## src/rtl/uart_matmul_engine.sv

```systemverilog
// Runtime-sized square matrix multiplier between a UART receiver and transmitter.
// Loads N, A and B as a byte stream, computes R = A x B one MAC per cycle, streams R back.
module uart_matmul_engine #(
    parameter int unsigned MAX_N       = 10,
    parameter int unsigned ELEM_W      = 8,
    parameter int unsigned ACC_W       = 24,
    parameter int unsigned TIMEOUT_CYC = 1250000
) (
    input  logic       clk,
    input  logic       rst,
    input  logic [7:0] rx_data,
    input  logic       rx_valid,
    output logic [7:0] tx_data,
    output logic       tx_valid,
    input  logic       tx_ready,
    output logic       busy,
    output logic       done,
    output logic       err_size,
    output logic       err_timeout,
    output logic       err_overrun,
    output logic [2:0] state
);

    localparam int unsigned Depth = MAX_N * MAX_N;
    localparam int unsigned AW    = (Depth > 1) ? $clog2(Depth) : 1;
    localparam int unsigned ElemB = ELEM_W / 8;
    localparam int unsigned AccB  = ACC_W / 8;
    localparam int unsigned EBW   = (ElemB > 1) ? $clog2(ElemB) : 1;
    localparam int unsigned ABW   = (AccB > 1) ? $clog2(AccB) : 1;
    localparam int unsigned TW    = $clog2(TIMEOUT_CYC + 2);

    typedef enum logic [2:0] {
        StIdle    = 3'd0,
        StLoadA   = 3'd1,
        StLoadB   = 3'd2,
        StCompute = 3'd3,
        StSend    = 3'd4
    } state_e;

    state_e              state_q, state_d;
    logic [3:0]          n_q, n_d;
    logic [AW-1:0]       last_q, last_d;
    logic [AW-1:0]       addr_q, addr_d;
    logic [EBW-1:0]      lbyte_q, lbyte_d;
    logic [ELEM_W-1:0]   elem_q, elem_d;
    logic [3:0]          i_q, i_d, j_q, j_d, k_q, k_d;
    logic [ACC_W-1:0]    acc_q, acc_d;
    logic [ABW-1:0]      sbyte_q, sbyte_d;
    logic [TW-1:0]       tmo_q, tmo_d;
    logic [7:0]          tx_data_q, tx_data_d;
    logic                tx_valid_q, tx_valid_d;
    logic                done_q, done_d;
    logic                err_size_q, err_size_d;
    logic                err_timeout_q, err_timeout_d;
    logic                err_overrun_q, err_overrun_d;

    logic [ELEM_W-1:0]   a_mem [Depth];
    logic [ELEM_W-1:0]   b_mem [Depth];
    logic [ACC_W-1:0]    r_mem [Depth];
    logic                a_we, b_we, r_we;

    logic [ELEM_W-1:0]   elem_new;
    logic [AW-1:0]       a_rd, b_rd, r_wr;
    logic [2*ELEM_W-1:0] prod;
    logic [ACC_W-1:0]    mac;
    logic [AW-1:0]       nxt_addr, sel_addr;
    logic [ABW-1:0]      nxt_byte, sel_byte, byte_idx;
    logic [ACC_W-1:0]    rd_word;
    logic [7:0]          tx_byte;
    logic                k_last, j_last, i_last, send_last;

    // Bytes arrive MSB first, so each new byte shifts in at the bottom.
    assign elem_new = (elem_q << 8) | ELEM_W'(rx_data);

    assign a_rd = AW'({4'b0, i_q} * {4'b0, n_q} + {4'b0, k_q});
    assign b_rd = AW'({4'b0, k_q} * {4'b0, n_q} + {4'b0, j_q});
    assign r_wr = AW'({4'b0, i_q} * {4'b0, n_q} + {4'b0, j_q});
    assign prod = {{ELEM_W{1'b0}}, a_mem[a_rd]} * {{ELEM_W{1'b0}}, b_mem[b_rd]};
    assign mac  = ((k_q == 4'd0) ? '0 : acc_q) + ACC_W'(prod);

    assign k_last = (k_q == n_q - 4'd1);
    assign j_last = (j_q == n_q - 4'd1);
    assign i_last = (i_q == n_q - 4'd1);

    // While a byte is on the bus, look ahead to the byte that follows its acceptance.
    assign nxt_byte  = (sbyte_q == ABW'(AccB - 1)) ? '0 : sbyte_q + ABW'(1);
    assign nxt_addr  = (sbyte_q == ABW'(AccB - 1)) ? addr_q + AW'(1) : addr_q;
    assign sel_addr  = tx_valid_q ? nxt_addr : addr_q;
    assign sel_byte  = tx_valid_q ? nxt_byte : sbyte_q;
    assign rd_word   = r_mem[sel_addr];
    assign byte_idx  = ABW'(AccB - 1) - sel_byte;
    assign tx_byte   = rd_word[{byte_idx, 3'b000} +: 8];
    assign send_last = (sbyte_q == ABW'(AccB - 1)) && (addr_q == last_q);

    always_comb begin
        state_d       = state_q;
        n_d           = n_q;
        last_d        = last_q;
        addr_d        = addr_q;
        lbyte_d       = lbyte_q;
        elem_d        = elem_q;
        i_d           = i_q;
        j_d           = j_q;
        k_d           = k_q;
        acc_d         = acc_q;
        sbyte_d       = sbyte_q;
        tmo_d         = tmo_q;
        tx_data_d     = tx_data_q;
        tx_valid_d    = tx_valid_q;
        done_d        = 1'b0;
        err_size_d    = err_size_q;
        err_timeout_d = err_timeout_q;
        err_overrun_d = err_overrun_q;
        a_we          = 1'b0;
        b_we          = 1'b0;
        r_we          = 1'b0;

        case (state_q)
            StIdle: begin
                tmo_d = '0;
                if (rx_valid) begin
                    if (rx_data != 8'd0 && rx_data <= 8'(MAX_N)) begin
                        n_d           = rx_data[3:0];
                        last_d        = AW'({4'b0, rx_data[3:0]} * {4'b0, rx_data[3:0]} - 8'd1);
                        err_size_d    = 1'b0;
                        err_timeout_d = 1'b0;
                        err_overrun_d = 1'b0;
                        addr_d        = '0;
                        lbyte_d       = '0;
                        sbyte_d       = '0;
                        i_d           = '0;
                        j_d           = '0;
                        k_d           = '0;
                        state_d       = StLoadA;
                    end else begin
                        err_size_d = 1'b1;
                    end
                end
            end
            StLoadA, StLoadB: begin
                if (rx_valid) begin
                    tmo_d  = '0;
                    elem_d = elem_new;
                    if (lbyte_q == EBW'(ElemB - 1)) begin
                        lbyte_d = '0;
                        a_we    = (state_q == StLoadA);
                        b_we    = (state_q == StLoadB);
                        if (addr_q == last_q) begin
                            addr_d  = '0;
                            state_d = (state_q == StLoadA) ? StLoadB : StCompute;
                        end else begin
                            addr_d = addr_q + AW'(1);
                        end
                    end else begin
                        lbyte_d = lbyte_q + EBW'(1);
                    end
                end else if (TIMEOUT_CYC != 0) begin
                    tmo_d = tmo_q + TW'(1);
                    if (tmo_d == TW'(TIMEOUT_CYC)) begin
                        err_timeout_d = 1'b1;
                        tmo_d         = '0;
                        addr_d        = '0;
                        lbyte_d       = '0;
                        state_d       = StIdle;
                    end
                end
            end
            StCompute: begin
                acc_d = mac;
                r_we  = k_last;
                if (k_last) begin
                    k_d = '0;
                    if (j_last) begin
                        j_d = '0;
                        if (i_last) begin
                            i_d     = '0;
                            state_d = StSend;
                        end else begin
                            i_d = i_q + 4'd1;
                        end
                    end else begin
                        j_d = j_q + 4'd1;
                    end
                end else begin
                    k_d = k_q + 4'd1;
                end
            end
            StSend: begin
                if (!tx_valid_q) begin
                    tx_valid_d = 1'b1;
                    tx_data_d  = tx_byte;
                end else if (tx_ready) begin
                    if (send_last) begin
                        tx_valid_d = 1'b0;
                        done_d     = 1'b1;
                        addr_d     = '0;
                        sbyte_d    = '0;
                        state_d    = StIdle;
                    end else begin
                        addr_d    = nxt_addr;
                        sbyte_d   = nxt_byte;
                        tx_data_d = tx_byte;
                    end
                end
            end
            default: state_d = StIdle;
        endcase

        // Bytes arriving while the engine is not listening are dropped.
        if (rx_valid && (state_q == StCompute || state_q == StSend)) begin
            err_overrun_d = 1'b1;
        end
    end

    always_ff @(posedge clk) begin
        if (rst) begin
            state_q       <= StIdle;
            n_q           <= '0;
            last_q        <= '0;
            addr_q        <= '0;
            lbyte_q       <= '0;
            elem_q        <= '0;
            i_q           <= '0;
            j_q           <= '0;
            k_q           <= '0;
            acc_q         <= '0;
            sbyte_q       <= '0;
            tmo_q         <= '0;
            tx_data_q     <= '0;
            tx_valid_q    <= 1'b0;
            done_q        <= 1'b0;
            err_size_q    <= 1'b0;
            err_timeout_q <= 1'b0;
            err_overrun_q <= 1'b0;
        end else begin
            state_q       <= state_d;
            n_q           <= n_d;
            last_q        <= last_d;
            addr_q        <= addr_d;
            lbyte_q       <= lbyte_d;
            elem_q        <= elem_d;
            i_q           <= i_d;
            j_q           <= j_d;
            k_q           <= k_d;
            acc_q         <= acc_d;
            sbyte_q       <= sbyte_d;
            tmo_q         <= tmo_d;
            tx_data_q     <= tx_data_d;
            tx_valid_q    <= tx_valid_d;
            done_q        <= done_d;
            err_size_q    <= err_size_d;
            err_timeout_q <= err_timeout_d;
            err_overrun_q <= err_overrun_d;
        end
    end

    always_ff @(posedge clk) begin
        if (a_we) a_mem[addr_q] <= elem_new;
        if (b_we) b_mem[addr_q] <= elem_new;
        if (r_we) r_mem[r_wr] <= mac;
    end

    assign tx_data     = tx_data_q;
    assign tx_valid    = tx_valid_q;
    assign done        = done_q;
    assign busy        = (state_q != StIdle);
    assign err_size    = err_size_q;
    assign err_timeout = err_timeout_q;
    assign err_overrun = err_overrun_q;
    assign state       = state_q;

endmodule

```

## config.mk

```make
export PLATFORM = sky130hd
export DESIGN_NAME = uart_matmul_engine
export DESIGN_NICKNAME = d
export VERILOG_FILES = /design/src/rtl/uart_matmul_engine.sv
export SDC_FILE = /design/constraint.sdc
export NUM_CORES = 2
export LEC_CHECK = 0
export ABC_CLOCK_PERIOD_IN_PS = 21500
export CORE_MARGIN = 5
export CORE_UTILIZATION = 40
export DETAILED_ROUTE_END_ITERATION = 16
export DONT_BUFFER_PORTS = 1
export GPL_ROUTABILITY_DRIVEN = 0
export PLACE_DENSITY_LB_ADDON = 0.05
export SLEW_MARGIN = 10
export SYNTH_ARGS = -nofsm -noshare
export SYNTH_HDL_FRONTEND = slang
export SYNTH_SLANG_ARGS = --single-unit
```

## constraint.sdc

```tcl
create_clock -name clk -period 21.5 [get_ports clk]
set_input_delay 3.225 -clock clk [delete_from_list [all_inputs] [get_ports clk]]
set_output_delay 3.225 -clock clk [all_outputs]
set_load 0.05 [all_outputs]
```

# Word-level counts from Yosys, hierarchy flattened
# Memory sizes are Yosys's and may differ from the RTL's.
# Cells that the tools add are included.
[op_classes] n_addsub=14 mul=4 order_cmp=1 n_eq_ne=25 n_shift=1 muxes=81 n_bitwise=3 reduce_logical=29
[ops] operator="7-bit two-way mux" count=11
[ops] operator="21-bit two-way mux" count=2
[ops] operator="21-bit one-hot mux with 2 select lines" count=1
[ops] operator="3-bit two-way mux" count=12
[ops] operator="4-bit two-way mux" count=8
[ops] operator="1-bit two-way mux" count=28
[ops] operator="24-bit by 16-bit adder with 24-bit output" count=1
[ops] operator="24-bit two-way mux" count=1
[ops] operator="8-bit two-way mux" count=3
[ops] operator="2-bit inequality test, second input constant" count=12
[ops] operator="4-bit one-hot mux with 2 select lines" count=3
[ops] operator="24-bit by 6-bit variable part select with 8-bit output" count=1
[ops] operator="21-bit by 1-bit adder with 21-bit output, second input constant" count=1
[ops] operator="7-bit by 4-bit adder with 7-bit output" count=3
[ops] operator="21-bit equality test, second input constant" count=1
[ops] operator="4-bit by 4-bit multiplier with 7-bit output" count=3
[ops] operator="7-bit one-hot mux with 3 select lines" count=1
[ops] operator="8-bit by 8-bit multiplier with 16-bit output" count=1
[ops] operator="5-bit AND reduction" count=3
[ops] operator="2-bit two-way mux" count=7
[ops] operator="4-bit by 1-bit adder with 4-bit output, second input constant" count=3
[ops] operator="4-bit equality test" count=3
[ops] operator="3-bit one-hot mux with 4 select lines" count=1
[ops] operator="3-bit AND reduction" count=4
[ops] operator="other kinds (29)" count=44
[totals] ff_bits=94 mem_bits_rw=4000 inputBits=12 elab_cells=178 n_memories=3
[mem_list] name="r_mem" words=100 width=24 rd=1 rd_clocked_by_memory_dff=0 write_ports=1 line_no="59" rtl="logic [ACC_W-1:0] r_mem [Depth];"
[mem_list] name="a_mem" words=100 width=8 rd=1 rd_clocked_by_memory_dff=0 write_ports=1 line_no="57" rtl="logic [ELEM_W-1:0] a_mem [Depth];"
[mem_list] name="b_mem" words=100 width=8 rd=1 rd_clocked_by_memory_dff=0 write_ports=1 line_no="58" rtl="logic [ELEM_W-1:0] b_mem [Depth];"

# Depth between registers and ports, before layout
[logic_depth] word_depth=8 ltp_mapped=37

# Worst setup path after synthesis
# No wires, ideal clock.
[synth_timing] path_type="reg-to-reg" startpoint="register n_q[2]" endpoint="memory r_mem[0][15], data pin" setup_time_ns=1.017 arrival_time_ns=11.777 required_ns=20.483 slack_ns=8.706 stages_incl_launch_ff=32 cell_sequence="dfxtp_1 > clkbuf_1 > and2_1 > fa_1 > fa_1 > inv_1 > fa_1 > inv_1 > ha_1 > a21oi_1 > xnor2_1 > clkbuf_1 > buf_1 > mux4_2 > mux2i_1 > mux2i_1 > mux2i_1 > nor2_1 > fa_1 > inv_1 > fa_1 > inv_1 > fa_1 > inv_1 > fa_1 > inv_1 > ha_1 > o21ai_0 > a21o_1 > a211oi_1 > o21ai_0 > a211oi_1"
[synth_via] elab_chain_len=5 elab_cells_between_ends=8 cone_classes="add/sub: 3; mul: 3; memory: 2"
[synth_rtl] element="from (decl)" line_no="41" rtl="logic [3:0] n_q, n_d;"
[synth_rtl] element="from (signal assigned)" line_no="237" rtl="n_q <= n_d;"
[synth_rtl] element="4-bit by 4-bit multiplier with 7-bit output (on tied branches)" line_no="75, 76"
[synth_rtl] element="7-bit by 4-bit adder with 7-bit output (on tied branches)" line_no="75, 76"
[synth_rtl] element="memory read 100 x 8 bit (on tied branches)"
[synth_rtl] element="8-bit by 8-bit multiplier with 16-bit output *" line_no="78" rtl="assign prod = {{ELEM_W{1'b0}}, a_mem[a_rd]} * {{ELEM_W{1'b0}}, b_mem[b_rd]};"
[synth_rtl] element="24-bit by 16-bit adder with 24-bit output *" line_no="79" rtl="assign mac = ((k_q == 4'd0) ? '0 : acc_q) + ACC_W'(prod);"
[synth_rtl] element="via mac[15]" line_no="65" rtl="logic [ACC_W-1:0] mac;"
[synth_rtl] element="to (decl)" line_no="59"
# The timed path passes the listed nets; every way through them passes the cells marked *.

# Worst setup path in the final report
[layout_timing] startpoint="register n_q[1]" endpoint="memory r_mem[51][23], data pin"
# Same word-level chain as after synthesis.

==> impl_table.tex <==
\begin{tabular}{lr}
\hline
Metric & Value \\
\hline
\multicolumn{2}{l}{\textbf{Cells and area}} \\
Filler cell count & 35536 \\
Layout cell share with drive strength beyond 1 & 0.216 \\
Net count of the finished layout & 9597 \\
Growth of design area from synthesis to finish & 13.3\% \\
\multicolumn{2}{l}{\textbf{Worst setup path}} \\
Cell occurring most often along the worst timing path & sky130\_fd\_sc\_hd\_\_fa\_1 \\
Cell family contributing the most delay on the critical path & adder cells \\
WP data required & 22100 ps \\
Crit path DAT & 13070 ps \\
Element type at the critical path end & flop \\
Worst Setup Start Kind & flop \\
Crit path buf inv count & 6 \\
Library cell contributing the largest single delay on the critical path & sky130\_fd\_sc\_hd\_\_mux2i\_1 \\
Peak per-stage delay on the critical path & 960 ps \\
Crit Path Max Fanout & 100 \\
Class of the most critical setup path & flop to flop \\
\multicolumn{2}{l}{\textbf{Global route}} \\
Pin count of the biggest net entering global routing & 211 \\
Via count of the first global-routing pass & 90643 \\
Wire length of the first global-routing pass & 749000 um \\
Grt ovf & 0 \\
Antenna violations before repair & 31 \\
Overall routing resource usage & 0.246 \\
\multicolumn{2}{l}{\textbf{Logic synthesis}} \\
Post-synthesis share of cell area spent on full adders, half adders and majority gates & 0.0143 \\
Dominant combinational cell family by area after synthesis & multiplexers \\
Cell type contributing the most total cell area after synthesis & sky130\_fd\_sc\_hd\_\_edfxtp\_1 \\
Mux share of post-synthesis cell area & 0.140 \\
Number of distinct library cell variants in the gate-level netlist after synthesis & 107 \\
Synth async-reset ratio & 0 \\
Post-synth EDFFs & 4000 \\
Area share of xor/xnor cells in the synthesized design & 0.00509 \\
Share of the synthesized area in the top cell type & 0.718 \\
Fraction of the mapped netlist area in compound gates & 0.0374 \\
Netlist area before placement & 167000 um\^{}2 \\
Gate count of the mapped netlist & 9186 \\
Yosys synthesis warning count & 0 \\
Area share of and/or/nand/nor cells after synthesis & 0.0539 \\
Share of synthesized area occupied by flip-flops and latches & 0.729 \\
Flip-flop and latch count after synthesis & 4092 \\
Largest cells by area after synthesis & sky130\_fd\_sc\_hd\_\_edfxtp\_1 72\%, sky130\_fd\_sc\_hd\_\_mux4\_2 12\%, sky130\_fd\_sc\_hd\_\_nand2\_1 2.0\%, sky130\_fd\_sc\_hd\_\_mux2i\_1 1.8\%, sky130\_fd\_sc\_hd\_\_nor2\_1 1.1\% \\
Post-synthesis average cell area & 18.2 um\^{}2 \\
Synthesized net count & 9351 \\
Predominant post-synthesis flop cell & sky130\_fd\_sc\_hd\_\_edfxtp\_1 \\
\multicolumn{2}{l}{\textbf{Pwr}} \\
Power Dens Cells & 120 nW/um\^{}2 \\
Sw frac & 0.294 \\
Clock share of power & 0.327 \\
Portion of total power attributed to sequential cells & 0.495 \\
Largest vdd supply drop & 0.410 mV \\
Cell Int Power & 16100 uW \\
Lkg Pwr & 0.0587 uW \\
Comb pwr share & 0.178 \\
Net switching power & 6690 uW \\
\multicolumn{2}{l}{\textbf{Timing}} \\
Max Clock Freq & 80.2 MHz \\
Slew @ Worst Pin & 1440 ps \\
Fin Clk Skew & 82.2 ps \\
Setup repair after global routing missed its margin & no \\
Worst path setup slack after routing & 9030 ps \\
Crit share post-route & 0.580 \\
Sum Neg Setup Slack & 0 ps \\
Finish-stage setup viols & 0 \\
Slew margin rel. & 0.0281 \\
Minimum period implied by the final worst setup slack & 12470 ps \\
Number of pins with negative max-slew slack in the final report & 0 \\
Hold Fails Final Rpt & 0 \\
\multicolumn{2}{l}{\textbf{Die}} \\
Die X-Extent & 657 um \\
Die Area & 431000 um\^{}2 \\
Overall die height & 657 um \\
IO Count & 29 \\
Initial standard-cell utilization of the core & 0.401 \\
Row Count & 237 \\
Core footprint & 417000 um\^{}2 \\
\multicolumn{2}{l}{\textbf{Clock tree}} \\
Latest clock arrival within the worst-skew pair & 1010 ps \\
Clock Tree Root & sky130\_fd\_sc\_hd\_\_clkbuf\_16 \\
Number of buffers added by the clock tree synthesis step & 444 \\
TritonCTS clock tree & built \\
Clock edge transition at the registers on the reported setup and hold paths & 60 ps \\
Number of sinks on the clock net & 4092 \\
Buffers inserted by post-CTS timing repair & 0 \\
H-tree level count & 5 \\
Post-cts sizing count & 0 \\
Cts hold-fix bufs & 0 \\
Longest Clk Path Bufs & 4 \\
\multicolumn{2}{l}{\textbf{Route}} \\
Total vias in the final route & 91198 \\
Router iterations before antenna repair & 5 \\
Number of vias per cell after detailed routing & 5.96 \\
First DRT Iteration DRCs & 9906 \\
Remaining antenna violation count after routing & 0 \\
Wire length reported by the detailed router & 542000 um \\
Average wire per cell in the routed design & 35.4 um \\
Post-route DRC violation count & 0 \\
\multicolumn{2}{l}{\textbf{Flow run}} \\
Max-cap check violation count & 0 \\
\multicolumn{2}{l}{\textbf{Hold path}} \\
Path type of the worst min-delay path & flop to flop \\
\multicolumn{2}{l}{\textbf{Place}} \\
Count of input and output buffers & 0 \\
DPL Wire Length & 320000 um \\
Worst slack after detailed placement & 8920 ps \\
\multicolumn{2}{l}{\textbf{Status}} \\
Run status & finished clean \\
\hline
\end{tabular}
==> cell families (layout without fill, tap and decap cells) <==
group,count (synthesis),in the layout
flip-flops,4092,4092
adder cells (fa/ha/maj),153,153
buffers and inverters,677,1288
AO/OA/AOI/OAI,919,919
other,0,19
multiplexers,1220,1220
XOR/XNOR,90,90
AND/OR/NAND/NOR,2035,2035
==> layout make-up <==
cell class              count  area, um^2  area share
flip-flops and latches   4092      122000       0.644
diodes                     19        47.5    0.000251
clock buffers             560       11800      0.0625
inverters                 138         522     0.00275
well taps                5497        6880      0.0363
clock inverters           251        2170      0.0115
multi-input cells        4417       43300       0.229
repair buffers            339        2730      0.0144
==> worst reg2reg max path, delay by kind of cell, from the launching register on <==
kind / cells / cell delay, ps
AO/OA/AOI/OAI: 5 / 1560
adder cells (fa/ha/maj): 8 / 3550
buffers and inverters: 6 / 2830
AND/OR/NAND/NOR: 4 / 820
XOR/XNOR: 1 / 160
flip-flops: 1 / 530
multiplexers: 5 / 2530
==> worst paths after layout <==
kind                         start                 endpoint  slack [ps]  depth (start not counted)
max            n_q[1]$_SDFFE_PP0P_  r_mem[51][23]$_DFFE_PP_        9030                         29
min reg2reg  acc_q[8]$_SDFFE_PP0P_    acc_q[8]$_SDFFE_PP0P_         450                          2
min          acc_q[8]$_SDFFE_PP0P_    acc_q[8]$_SDFFE_PP0P_         450                          2
max reg2reg    n_q[1]$_SDFFE_PP0P_  r_mem[51][23]$_DFFE_PP_        9030                         29
==> power groups by stage <==
stage                     Sequential, uW  Combinational (uW)  Clock (uW)
after detailed placement           11400                4200           0
after global placement             11400                4060           0
after global routing               11300                4410        7920
after floorplan                    11800                1640           0
final                              11300                4060        7440
after CTS                          11300                4220        7600
==> cell usage after synthesis, types with 24 or more instances <==
cell,n
sky130_fd_sc_hd__nor4_1,35
sky130_fd_sc_hd__clkbuf_1,193
sky130_fd_sc_hd__a21oi_1,218
sky130_fd_sc_hd__a2111oi_0,32
sky130_fd_sc_hd__fa_1,63
sky130_fd_sc_hd__buf_6,32
sky130_fd_sc_hd__or2_2,29
sky130_fd_sc_hd__buf_4,52
sky130_fd_sc_hd__a32oi_1,55
sky130_fd_sc_hd__o22ai_1,78
sky130_fd_sc_hd__xor2_1,33
sky130_fd_sc_hd__dfxtp_1,92
sky130_fd_sc_hd__a311oi_1,28
sky130_fd_sc_hd__edfxtp_1,4000
sky130_fd_sc_hd__nor3_1,85
sky130_fd_sc_hd__mux4_2,877
sky130_fd_sc_hd__nor2b_1,51
sky130_fd_sc_hd__and3_1,38
sky130_fd_sc_hd__nand3_1,237
sky130_fd_sc_hd__buf_2,215
sky130_fd_sc_hd__mux2i_1,302
sky130_fd_sc_hd__inv_1,135
sky130_fd_sc_hd__and2_1,24
sky130_fd_sc_hd__mux2_2,30
sky130_fd_sc_hd__a31oi_1,89
sky130_fd_sc_hd__buf_1,37
sky130_fd_sc_hd__ha_1,90
sky130_fd_sc_hd__a22oi_1,24
sky130_fd_sc_hd__xnor2_1,53
sky130_fd_sc_hd__a211oi_1,51
sky130_fd_sc_hd__nor2_1,505
sky130_fd_sc_hd__nand2_1,888
sky130_fd_sc_hd__nand4_1,53
sky130_fd_sc_hd__o21ai_0,118
==> registers in the layout, summed over array words and instances, names as in the netlist <==
| signal | count |
|---|---|
| a_mem | 800 |
| acc_q | 24 |
| addr_q | 7 |
| b_mem | 800 |
| done | 1 |
| err_overrun | 1 |
| err_size | 1 |
| err_timeout | 1 |
| i_q | 4 |
| j_q | 4 |
| k_q | 4 |
| last_q | 6 |
| n_q | 4 |
| r_mem | 2400 |
| sbyte_q | 2 |
| state | 3 |
| tmo_q | 21 |
| tx_data | 8 |
| tx_valid | 1 |
==> layout by cell type (no fill, tap or decap), drive strengths merged, types with 34 or more instances in the layout <==
cell type	netlist	final
a211oi	51	51
a21oi	219	219
a31oi	89	89
a32oi	55	55
and3	38	38
buf	343	339
bufinv	0	34
clkbuf	193	560
clkinv	1	198
dfxtp	92	92
edfxtp	4000	4000
fa	63	63
ha	90	90
inv	137	149
mux2i	302	302
mux4	888	888
nand2	891	891
nand3	241	241
nand4	54	54
nor2	508	508
nor2b	51	51
nor3	86	86
nor4	38	38
o21ai	126	126
o22ai	78	78
xnor2	57	57
==> per-layer routing <==
metal,wire [um],GRT usage,up-vias
met1,229000,0.343,49456
met5,31,0,-
met3,34900,0.0368,828
li1,-,-,37526
met2,256000,0.395,3384
met4,22900,0.0893,4
==> stage by stage <==
step,instance area [um^2],util,hold WS [ps],total power (uW),std cells
floorplan,167000,-,432,13400,9186
global placement,175000,0.421,437,15500,14482
detailed placement,175000,0.421,444,15600,14482
CTS,189000,0.455,453,23100,15293
global route,189000,0.455,474,23600,15303
finish,189000,0.455,448,22800,15313
No activity file was read; power rests on OpenSTA's default activity.
